<file path="src/rtl/fir_decimator.sv">
// Boxcar decimator behind the FIR: averages DECIM enabled samples per block
// and queues the results in a small FIFO drained by a valid/ready handshake.
module fir_decimator #(
    parameter int unsigned WIDTH = 16,
    parameter int unsigned DECIM = 4,
    parameter int unsigned DEPTH = 4
) (
    input  logic                             system1000,
    input  logic                             system1000_rst,
    input  logic signed [WIDTH-1:0]          sample_in,
    input  logic                             sample_en,
    output logic signed [WIDTH-1:0]          out_data,
    output logic                             out_valid,
    input  logic                             out_ready,
    output logic [$clog2(DEPTH+1)-1:0]       fill,
    output logic                             overflow
);

    localparam int unsigned LOG2D  = $clog2(DECIM);
    localparam int unsigned AW     = WIDTH + LOG2D;
    localparam int unsigned PW     = (LOG2D > 0) ? LOG2D : 1;
    localparam int unsigned PTR_W  = $clog2(DEPTH);
    localparam int unsigned FILL_W = $clog2(DEPTH + 1);

    logic        [PW-1:0]     phase_q;
    logic signed [AW-1:0]     acc_q;
    logic signed [AW-1:0]     acc_base_c;
    logic signed [AW-1:0]     sum_c;
    logic signed [WIDTH-1:0]  result_c;
    logic                     complete_c;

    logic signed [WIDTH-1:0]  mem_q [DEPTH];
    logic        [PTR_W-1:0]  wr_q;
    logic        [PTR_W-1:0]  rd_q;
    logic        [PTR_W-1:0]  rd_next_c;
    logic        [FILL_W-1:0] count_q;
    logic        [FILL_W-1:0] count_next_c;
    logic signed [WIDTH-1:0]  head_next_c;
    logic                     pop_c;
    logic                     push_c;
    logic                     drop_c;
    logic                     full_c;

    // Block sum; phase 0 starts a fresh block instead of accumulating.
    always_comb begin
        acc_base_c = '0;
        if (phase_q != '0) begin
            acc_base_c = acc_q;
        end
        sum_c      = acc_base_c + AW'(sample_in);
        complete_c = sample_en && (phase_q == PW'(DECIM - 1));
        result_c   = WIDTH'(sum_c >>> LOG2D);
    end

    always_ff @(posedge system1000) begin
        if (system1000_rst) begin
            phase_q <= '0;
            acc_q   <= '0;
        end else if (sample_en) begin
            acc_q   <= sum_c;
            phase_q <= complete_c ? '0 : phase_q + PW'(1);
        end
    end

    // FIFO control; the head register is precomputed so out_data is a flop.
    always_comb begin
        pop_c        = out_valid && out_ready;
        full_c       = (count_q == FILL_W'(DEPTH));
        push_c       = complete_c && (!full_c || pop_c);
        drop_c       = complete_c && full_c && !pop_c;
        rd_next_c    = pop_c ? rd_q + PTR_W'(1) : rd_q;
        count_next_c = count_q + FILL_W'(push_c) - FILL_W'(pop_c);
        head_next_c  = '0;
        if (count_next_c != '0) begin
            if (push_c && (wr_q == rd_next_c)) begin
                head_next_c = result_c;
            end else begin
                head_next_c = mem_q[rd_next_c];
            end
        end
    end

    always_ff @(posedge system1000) begin
        if (!system1000_rst && push_c) begin
            mem_q[wr_q] <= result_c;
        end
    end

    always_ff @(posedge system1000) begin
        if (system1000_rst) begin
            wr_q      <= '0;
            rd_q      <= '0;
            count_q   <= '0;
            out_valid <= 1'b0;
            out_data  <= '0;
            overflow  <= 1'b0;
        end else begin
            if (push_c) begin
                wr_q <= wr_q + PTR_W'(1);
            end
            rd_q      <= rd_next_c;
            count_q   <= count_next_c;
            out_valid <= (count_next_c != '0);
            out_data  <= head_next_c;
            if (drop_c) begin
                overflow <= 1'b1;
            end
        end
    end

    assign fill = count_q;

endmodule

</file>
<file path="config.mk">
export PLATFORM = sky130hd
export DESIGN_NAME = fir_decimator
export DESIGN_NICKNAME = d
export VERILOG_FILES = /design/src/rtl/fir_decimator.sv
export SDC_FILE = /design/constraint.sdc
export NUM_CORES = 1
export LEC_CHECK = 0
export ABC_CLOCK_PERIOD_IN_PS = 3100
export CAP_MARGIN = 20
export CORE_MARGIN = 10
export CORE_UTILIZATION = 35
export CTS_BUF_LIST = sky130_fd_sc_hd__clkbuf_2 sky130_fd_sc_hd__clkbuf_4 sky130_fd_sc_hd__clkbuf_8
export CTS_CLUSTER_SIZE = 8
export DETAILED_ROUTE_END_ITERATION = 10
export PLACE_DENSITY = 0.57
export SLEW_MARGIN = 10
export SYNTH_ARGS = -nofsm -noshare
export SYNTH_HDL_FRONTEND = slang
export SYNTH_SLANG_ARGS = --single-unit
</file>
<file path="constraint.sdc">
create_clock -name system1000 -period 3.1 [get_ports system1000]
set_input_delay 0.465 -clock system1000 [delete_from_list [all_inputs] [get_ports system1000]]
set_output_delay 0.465 -clock system1000 [all_outputs]
set_load 0.005 [all_outputs]
</file>
# After elaboration in Yosys (flattened, before gate mapping)
# Memory sizes are Yosys's and may differ from the RTL's. A register that Yosys moved wholly into a read port is not among the register bits.
# Index checks and enable logic that the tools add are counted.
# totals
reg_bits	29
latch_bits	0
ramBits	64
romBits	0
input_bits	20
output_inout_bits	21
mem_count	1
# op_classes
add_sub_neg	6
multipliers	0
n_div	0
magnitude_cmp	0
eq_ne	2
shift	0
muxes	5
bitwise	1
reduce_logical	13
# memory_table
name	depth	word_bits	read_ports	rd_clocked_by_memory_dff	write_ports	line	text
mem_q	4	16	1	1	1	32	logic signed [WIDTH-1:0] mem_q [DEPTH];
# op_table
op	n
adder 18 x 16 -> 18 bit	1
2-to-1 mux 18 bit	1
adder 2 x 1 -> 2 bit (second input constant)	3
logical AND 1 bit	6
2-to-1 mux 2 bit	2
adder 3 x 1 -> 3 bit	1
equality test 3 bit (second input constant)	1
zero test 1 bit	3
nonzero test 3 bit	1
subtractor 3 x 1 -> 3 bit	1
equality test 2 bit (second input constant)	1
2-to-1 mux 1 bit	2
nonzero test 2 bit	1
OR reduction 2 bit	1
logical OR 1 bit	1
inverter 1 bit	1

# Depth between registers and ports, before layout
# Gate-level depths: netlist of the first run.
# depth
word_depth	9
mapped_depth	16
mapped_depth_nobuf	16

# Worst setup path after synthesis of the first run
# OpenSTA, ideal clock, no wires.
# synth_path
path_kind	input port to flip-flop
from	input port out_ready
to	register out_data[14], read port of mem_q
arrival_time_ns	2.909
path_slack_ns	0.057
stages	15
path_cell_list	nand2_1 -> inv_2 -> nor4b_2 -> nor2_1 -> inv_1 -> ha_1 -> inv_1 -> ha_1 -> inv_1 -> fa_1 -> xor2_1 -> xnor2_1 -> a31o_2 -> clkbuf_1 -> a211oi_1
# synth_between
elab_chain_len	8
# synth_rtl
element	line	text
start, declared	14	input logic out_ready,
logical AND 1 bit (*)	67	pop_c = out_valid && out_ready;
logical OR 1 bit	69	push_c = complete_c && (!full_c || pop_c);
logical AND 1 bit	69	
adder 3 x 1 -> 3 bit	72	count_next_c = count_q + FILL_W'(push_c) - FILL_W'(pop_c);
subtractor 3 x 1 -> 3 bit	72	
nonzero test 3 bit	74	if (count_next_c != '0) begin
inverter 1 bit (no line)	-	
OR reduction 2 bit (no line)	-	
end, declared	12	output logic signed [WIDTH-1:0] out_data,
# Every way passes the cells marked *; elsewhere a longest branch is shown, timed or not.
# A chain may end at the register's enable or synchronous reset.

# Final worst setup path of the first run
# layout_path
from	input port out_ready
to	register out_data[15], read port of mem_q
# Same word-level chain as after synthesis.

==> run metrics, run 1 <==
number of placed instances with taps included=713; Post-synth top cells=edfxtp_1, dfxtp_1, nor2_1, nand2_1, a21oi_1; top achievable clock speed=about 0.34 GHz; primary flip-flop cell chosen by synthesis mapping=edfxtp_1; final clock period utilization by the worst path=between 90 and 100%; count of flip-flops with a built-in enable after synthesis=64; root buffer cell=clkbuf_8; power share of the combinational group=32.3%; GRT Util Overall=roughly 13%; number of search-and-repair iterations in the first detailed-routing pass=4; critical path's top delay family=buffers and inverters; clock latency at the later pin of the worst-skew pair=0.39 ns; area share of the largest cell type after synthesis=a little over a third; switching power of the nets=between 1 and 1.5 mW; share of total power in the clock network=21.2%; Bufs and invs on worst path=6; RSZ-0062 raised after global routing=true; number of cells in the finished layout apart from fillers=732; Post-layout nets=590; first-pass GRT wire length=20320 µm; chip height=143.0 µm; average footprint of a synthesized cell=11.47 µm²; core occupancy in the finished layout=44.34%; Synth Net Count=509; crit path cell chain=clkdlybuf4s50_1 -> nand2_2 -> inv_2 -> nor4b_4 -> nor2_1 -> inv_1 -> ha_1 -> inv_1 -> ha_1 -> inv_1 -> fa_1 -> xor2_1 -> xnor2_1 -> a31o_2 -> inv_2 -> nand4_1 -> o41ai_2; total standard cell area after synthesis=around 5300 µm²; part of the power in registers=46.5%; overall via count from detail_route=3746; cell repeated most along the worst path=inv_1; critical path required time=3.38 ns; Max transition margin=55.62%; x dimension of the die=143.0 µm; maximum number of pins on one net before global-route repair=31; status=complete, no violations; worst-path maximum fanout=8; effective utilization at floorplan=36.05%; Detailed Route WL=around 13000 µm; number of different library cells in the post-synthesis netlist=58; area of the placeable core=14700 µm²; number of flip-flops and latches in the synthesized netlist=between 100 and 150; Hold Buf Count CTS=0; count of input and output buffers=40; setup_tns=0 ns; initial drt markers=230; fraction of met3 tracks used by global routing=3.018%; GR Layer Usage met1=16.35%; Critical Path End Type=register; number of clock sinks seen by CTS=around 110; sum of overflow across all layers after global routing=0; Post-route DRC=0; number of buffers on the longest clock path=2; die outline area=about 20000 µm²; minimum period implied by the final worst setup slack=2.941 ns; cell type of the slowest stage on the worst timing path=clkdlybuf4s50_1; GPL Wtd Cong=0.7956; Seq/Total Area, Yosys=53.27%; TritonCTS clock tree=yes; VDD IR max=approximately 0.00024 V; Critical Path Start Type=primary input; max-slew violations=0; transition at the pin with the smallest max-transition slack=0.6609 ns; Final Hold Fails=0; Inserted Clock Buffers=9; final hold slack=0.4820 ns; number of H-tree levels=3; post-layout total power=3.863 mW; Max-cap violations=0; setup slack on the worst flop-to-flop path=0.19 ns; placed wire-length estimate after detailed placement=~9000 µm; area added between synthesis and finish=23.00%; setup skew after layout=0.009073 ns; Top-Level Pins=41; HP Class=register to register; GR peak layer=met2; number of standard cells after synthesis=462; library cell with the highest instance count after synthesis=edfxtp_1; number of antenna-violating nets in the routed design=0; Std-Cell Rows=44; Vias/cell=5.117; worst stage delay on the critical path=0.42 ns; via count of the first global-routing pass=3781; switching share of power=between 30 and 40%; Static Leak=2.451 nW; number of antenna diodes=0; power density over the cells=592.8 nW/µm²; layout cell share with drive strength beyond 1=approximately a fifth; top cells by area in the synthesized netlist=edfxtp_1, dfxtp_1, ha_1, mux4_2, a21oi_1; data arrival time of the critical path=3.22 ns; worst setup path class=primary input to register; wire length per cell=17.30 µm; cell taking the most area after synthesis=edfxtp_1; cell-internal power=around 2.7 mW; total of warnings raised by yosys=0; met2 Usage GRT=20.31%; clock slew at reported path FFs=approximately 0.1 ns; final setup violation count=0; antenna violations before repair=0; async set-or-reset flop fraction in the synthesized netlist=0%
-- power by group through the flow --
stage          Combinational [mW]  Clock, mW  Sequential, mW
6_report                     1.25      0.820            1.80
5_1_grt                      1.37      0.905            1.81
4_1_cts                      1.21      0.850            1.79
3_5_place_dp                 1.20          0            1.83
3_3_place_gp                 1.17          0            1.83
2_1_floorplan               0.658          0            1.79
-- state kept, by name, summed over array words and instances, names as in the netlist --
register   count
acc_q         18
out_data      16
rd_q           2
out_valid      1
overflow       1
mem_q         64
fill           3
phase_q        2
wr_q           2
-- stage by stage --
step / area [µm²] / setup slack, ns
after floorplan: 5299 / 0.05677
after global placement: 6255 / -0.2117
after detailed placement: 6255 / -0.3221
after CTS: 6444 / 0.07475
after global routing: 6518 / -0.001167
final: 6518 / 0.1594
-- layout by cell type, fill, tap and decap left out, types with 8 or more instances in the layout --
master | Yosys | layout
nor2b_1 | 22 | 21
inv_1 | 20 | 19
dfxtp_1 | 45 | 44
mux2i_1 | 13 | 12
edfxtp_1 | 64 | 64
nand2_1 | 33 | 32
a21oi_1 | 29 | 29
buf_4 | 0 | 47
o22ai_1 | 8 | 8
clkbuf_8 | 0 | 9
nor3_1 | 10 | 10
mux4_2 | 10 | 10
xor2_1 | 8 | 8
nor3b_1 | 8 | 8
ha_1 | 25 | 24
o21ai_0 | 19 | 19
clkdlybuf4s50_1 | 0 | 40
nor2_1 | 37 | 36
xnor2_1 | 11 | 10
-- kinds of logic (layout without fill, tap and decap cells) --
group	count (synthesis)	in the layout	share of synthesized area, %
compound gates	100	100	12.44
xor+xnor	20	20	3.448
fa+ha+maj	27	27	6.659
buf+inv	42	128	3.093
flops	109	109	53.27
mux	30	30	8.264
simple gates	134	134	12.82
-- layer usage --
layer | part of all wire [%] | up-vias
met5 | 0 | -
li1 | - | 1847
met3 | 5.3 | 14
met1 | 47 | 1809
met4 | 1.2 | 0
met2 | 47 | 76
-- path summary, 6_finish.rpt --
check	startpoint	end	depth (start not counted)
min reg2reg	acc_q[14]	acc_q[14]	2
max	out_ready	out_data[15]	17
max reg2reg	phase_q[1]	out_data[15]	13
min	acc_q[14]	acc_q[14]	2
-- layout make-up --
cell class	count	area [µm²]
clock inverters	7	56.30
inverters	21	78.83
flip-flops and latches	109	2824
repair buffers	91	833.3
multi-input cells	311	2371
clock buffers	9	123.9
fillers	1351	8182
well taps	184	230.2
-- tightest hold or removal path, stage by stage (launching register included) --
cell and delay (ns):
dfxtp_1 0.32, nor2_1 0.08, nor3_1 0.05
-- timing repair --
item	CTS	global route
gates cloned	0	0
endpoints found under the setup margin	9	36
gates resized for setup	3	10
pin swaps	0	5
setup buffers	0	3
(Power assumes the default switching activity.)
==> inputs of run 2 (changes only) <==
--- a/config.mk
+++ b/config.mk
@@ -7,6 +7,7 @@
 export LEC_CHECK = 0
 export ABC_CLOCK_PERIOD_IN_PS = 3100
 export CAP_MARGIN = 20
+export CORE_ASPECT_RATIO = 0.5
 export CORE_MARGIN = 10
 export CORE_UTILIZATION = 35
 export CTS_BUF_LIST = sky130_fd_sc_hd__clkbuf_2 sky130_fd_sc_hd__clkbuf_4 sky130_fd_sc_hd__clkbuf_8
==> run metrics, run 2 (synthesis gave the netlist of run 1 again) <==
worst-path maximum fanout=8; clock slew at reported path FFs=0.11 ns; x dimension of the die=a little under 200 µm; critical path required time=~3.4 ns; final setup violation count=0; Max-cap violations=0; power density over the cells=604.4 nW/µm²; post-layout total power=about 4.0 mW; Top-Level Pins=41; worst setup path class=primary input to register; chip height=107.0 µm; cell type of the slowest stage on the worst timing path=clkdlybuf4s50_1; first-pass GRT wire length=20770 µm; worst stage delay on the critical path=0.40 ns; area of the placeable core=14660 µm²; Std-Cell Rows=31; GPL Wtd Cong=0.7953; status=complete, no violations; overall via count from detail_route=3750; Post-layout nets=604; number of antenna-violating nets in the routed design=0; final hold slack=0.4799 ns; Vias/cell=4.934; number of antenna diodes=0; core occupancy in the finished layout=45.26%; cell repeated most along the worst path=inv_1; VDD IR max=0.0003092 V; wire length per cell=16.96 µm; Top reg by flops=mem_q; crit path cell chain=clkdlybuf4s50_1 -> nand2_1 -> inv_2 -> nor4b_4 -> nor2_2 -> inv_1 -> ha_1 -> inv_1 -> ha_1 -> inv_1 -> fa_2 -> xor2_1 -> xnor2_1 -> a31o_2 -> buf_4 -> a21oi_1; number of cells in the finished layout apart from fillers=between 700 and 800; transition at the pin with the smallest max-transition slack=around 0.75 ns; Inserted Clock Buffers=9; Bufs and invs on worst path=6; maximum number of pins on one net before global-route repair=31; number of placed instances with taps included=742; Final Hold Fails=0; root buffer cell=clkbuf_8; commonest cells after routing, fill and taps aside=edfxtp_1, buf_4, dfxtp_1; Max transition margin=49.87%; top achievable clock speed=0.3316 GHz; Critical Path End Type=register; area added between synthesis and finish=25.24%; minimum period implied by the final worst setup slack=3.015 ns; initial drt markers=~250; GRT Util Overall=12.43%; number of H-tree levels=3; setup slack on the worst flop-to-flop path=0.20 ns; via count of the first global-routing pass=3749; biggest regs=mem_q: 64 flops, acc_q: 18 flops, out_data: 16 flops; max-slew violations=0; Filler cells=1391; HP Class=register to register; data arrival time of the critical path=3.29 ns; Static Leak=2.521 nW; most common cell after layout, fill and taps aside=edfxtp_1; flip-flop count of the largest register, all copies and words added=64; Detailed Route WL=12890 µm; number of buffers on the longest clock path=2; setup skew after layout=between 0.01 and 0.015 ns; layout cell share with drive strength beyond 1=22.06%; antenna violations before repair=0; Critical Path Start Type=primary input; RSZ-0062 raised after global routing=true; critical path's top delay family=buffers and inverters; setup_tns=0 ns; Hold Buf Count CTS=0; number of search-and-repair iterations in the first detailed-routing pass=5; effective utilization at floorplan=between 30 and 40%; placed wire-length estimate after detailed placement=9316 µm; sum of overflow across all layers after global routing=0; count of input and output buffers=40; final clock period utilization by the worst path=between 90 and 100%; Post-route DRC=0; number of clock sinks seen by CTS=approximately 110; die outline area=20760 µm²; TritonCTS clock tree=yes; clock latency at the later pin of the worst-skew pair=0.38 ns
run 2: changes by cell type in the layout (fill, tap and decap cells not counted), sizes merged:
cell / before / now
buf: 51 / 65
bufinv: 0 / 1
clkinv: 3 / 2
run 2: path summary, 6_finish.rpt:
check | cells past startpoint | startpoint | end
worst max-delay path | 16 | out_ready | out_data[1]
worst min register to register | 2 | overflow | overflow
worst max register to register | 12 | phase_q[0] | mem_q[0][14]
worst min-delay path | 2 | overflow | overflow
run 2: timing repair:
action | 4_1_cts | 5_1_grt
resized for setup | 1 | 13
endpoints found under the setup margin | 21 | 38
pin swaps | 0 | 8
setup buffers | 0 | 2
run 2: routing by layer:
metal | global-route usage, % | routed length (µm) | vias up
li1 | - | - | 1877
met1 | 17.09 | 6493 | 1791
met2 | 19.38 | 5676 | 74
met3 | 2.612 | 620 | 8
met4 | 3.493 | 96 | 0
met5 | 0 | 0 | -
run 2: tightest hold or removal path, stage by stage, from the launching register on:
cell     delay (ns)
dfxtp_1        0.34
a31oi_1        0.04
nor2_1         0.07
run 2: per-stage QoR:
| step | cell area [µm²] | setup slack (ns) |
|---|---|---|
| final | 6636 | 0.08466 |
| after global routing | 6636 | -0.03845 |
| after CTS | 6563 | 0.04814 |
| after detailed placement | 6347 | -0.2959 |
| after global placement | 6347 | -0.1991 |
| after floorplan | 5299 | 0.05677 |
run 2: layout make-up:
cell class / count / area [µm²] / area share (%)
flip-flops and latches: 109 / 2823 / 42.53
multi-input cells: 311 / 2370 / 35.71
repair buffers: 105 / 904.6 / 13.63
well taps: 198 / 247.7 / 3.733
clock buffers: 9 / 123.9 / 1.867
clock inverters: 7 / 88.84 / 1.339
inverters: 21 / 78.83 / 1.188
run 2: power by group:
group,leakage [nW],total [mW],switching (mW),internal [mW]
combinational,1.46,1.32,0.627,0.696
sequential,0.946,1.77,0.0745,1.70
clock,0.109,0.917,0.523,0.394
total,2.52,4.01,1.22,2.79
==> inputs of run 3 (changes only) <==
--- a/config.mk
+++ b/config.mk
@@ -14,6 +14,7 @@
 export CTS_CLUSTER_SIZE = 8
 export DETAILED_ROUTE_END_ITERATION = 10
 export PLACE_DENSITY = 0.57
+export SKIP_CTS_REPAIR_TIMING = 1
 export SLEW_MARGIN = 10
 export SYNTH_ARGS = -nofsm -noshare
 export SYNTH_HDL_FRONTEND = slang
==> run metrics, run 3 (synthesis gave the netlist of run 1 again) <==
switching power of the nets=1.225 mW; number of clock sinks seen by CTS=109; layout cell share with drive strength beyond 1=22.24%; Filler cells=1389; part of the power in registers=between 40% and 50%; final clock period utilization by the worst path=97.26%; antenna violations before repair=0; chip height=107.0 µm; data arrival time of the critical path=around 3.3 ns; VDD IR max=~0.00031 V; status=complete, no violations; Max-cap violations=0; Final Hold Fails=0; number of antenna-violating nets in the routed design=0; GRT Util Overall=12.43%; switching share of power=30.52%; via count of the first global-routing pass=around 3700; Top reg by flops=mem_q; number of placed instances with taps included=approximately 740; maximum number of pins on one net before global-route repair=31; overall via count from detail_route=3751; Critical Path End Type=register; Detailed Route WL=12860 µm; final setup violation count=0; multi-input gate area in the final layout=~2400 µm²; number of cells in the finished layout apart from fillers=760; final setup margin=0.08505 ns; Critical Path Start Type=primary input; Reg area=2823 µm²; worst-path maximum fanout=8; share of total power in the clock network=22.8%; biggest regs=mem_q: 64 flops, acc_q: 18 flops, out_data: 16 flops; transition at the pin with the smallest max-transition slack=around 0.75 ns; GR peak layer=met2; area of the placeable core=14660 µm²; placed wire-length estimate after detailed placement=between 9000 and 10000 µm; most common cell after layout, fill and taps aside=edfxtp_1; Vias/cell=4.936; area added between synthesis and finish=25.38%; worst setup path class=primary input to register; RSZ-0062 raised after global routing=true; number of stages on the worst hold path=2; flip-flop count of the largest register, all copies and words added=64; power share of the combinational group=33.0%; clock slew at reported path FFs=0.11 ns; number of antenna diodes=0; clock latency at the later pin of the worst-skew pair=0.38 ns; die outline area=20760 µm²; startpoint of the worst register-to-register path=phase_q[0]; initial drt markers=~250; Static Leak=around 2.5 nW; top achievable clock speed=0.3317 GHz; placement-stage worst setup slack=-0.2959 ns; fraction of met3 tracks used by global routing=2.612%; met2 Usage GRT=between 10% and 20%; root buffer cell=clkbuf_8; wire length per cell=between 15 and 20 µm; number of search-and-repair iterations in the first detailed-routing pass=5; setup slack on the worst flop-to-flop path=roughly 0.20 ns; Post-route DRC=0; Design Area, Final=6644 µm²; number of buffers on the longest clock path=2; Top-Level Pins=41; critical path required time=between 3 and 4 ns; final hold slack=roughly 0.48 ns; Max transition margin=49.83%; cell-internal power=2.788 mW; GR Layer Usage met1=17.09%; x dimension of the die=194.0 µm; post-layout total power=4.012 mW; HP Class=register to register; Inserted Clock Buffers=9; number of cells on the worst reg-to-reg path=15; Post-layout nets=approximately 600; sum of overflow across all layers after global routing=0; setup skew after layout=roughly 0.014 ns; TritonCTS clock tree=yes; minimum period implied by the final worst setup slack=3.015 ns; first-pass GRT wire length=between 20000 and 25000 µm; effective utilization at floorplan=36.14%; power density over the cells=~600 nW/µm²; hold endpoint=overflow; GPL Wtd Cong=0.7953; terminus of the critical flop-to-flop path=out_data[1]; number of H-tree levels=3; origin of the worst min-delay path=overflow; count of input and output buffers=40; cell area reported after detailed placement=6347 µm²; commonest cells after routing, fill and taps aside=edfxtp_1, buf_4, dfxtp_1; max-slew violations=0; Std-Cell Rows=31
==> run 3: cell counts in the layout (fill, tap and decap cells not counted) <==
No cell type changed its count.
==> run 3: worst max-delay path, cell delays in order <==
cell and delay (ns):
clkdlybuf4s50_1 0.40, nand2_1 0.09, inv_2 0.07, nor4b_4 0.32
nor2_2 0.06, inv_1 0.06, ha_1 0.22, inv_1 0.05
ha_1 0.13, inv_1 0.05, fa_2 0.33, xor2_1 0.16
xnor2_1 0.25, a31o_2 0.35, buf_4 0.23, a21oi_1 0.06
==> run 3: worst max-delay path by stage <==
stage	from	endpoint	slack [ns]	cells after the start
2_1_floorplan	out_ready	out_data[14]	0.06	15
3_3_place_gp	out_ready	out_data[8]	-0.20	16
3_5_place_dp	out_ready	out_data[4]	-0.30	16
4_1_cts	phase_q[0]	mem_q[0][7]	-0.10	12
5_1_grt	out_ready	out_data[4]	-0.04	16
6_report	out_ready	out_data[1]	0.09	16
==> run 3: routing by layer <==
layer | up-vias | routed length (µm) | part of all wire, %
li1 | 1876 | - | -
met1 | 1792 | 6503 | 51
met4 | 0 | 96 | 0.75
met5 | - | 0 | 0
met2 | 75 | 5664 | 44
met3 | 8 | 593 | 4.6
==> run 3: final cells by class <==
class                      count  area share (%)
sequential                   109           42.49
multi-input combinational    311           35.78
timing repair buffer         105           13.62
tap                          198           3.729
clock buffer                   9           1.864
clock inverter                 7           1.337
inverter                      21           1.186
==> run 3: power by group through the flow <==
stage,clock network (mW),registers (mW),logic (mW)
5_1_grt,1.01,1.79,1.45
4_1_cts,0.954,1.77,1.29
3_5_place_dp,0,1.81,1.29
6_report,0.916,1.77,1.32
2_1_floorplan,0,1.79,0.658
3_3_place_gp,0,1.81,1.26
==> run 3: stage by stage <==
step                      setup TNS (ns)  utilization [%]
after floorplan                        0                -
after global placement            -3.450            43.29
after detailed placement          -5.136            43.29
after CTS                         -1.368            44.74
after global routing             -0.3141            45.31
final                                  0            45.31
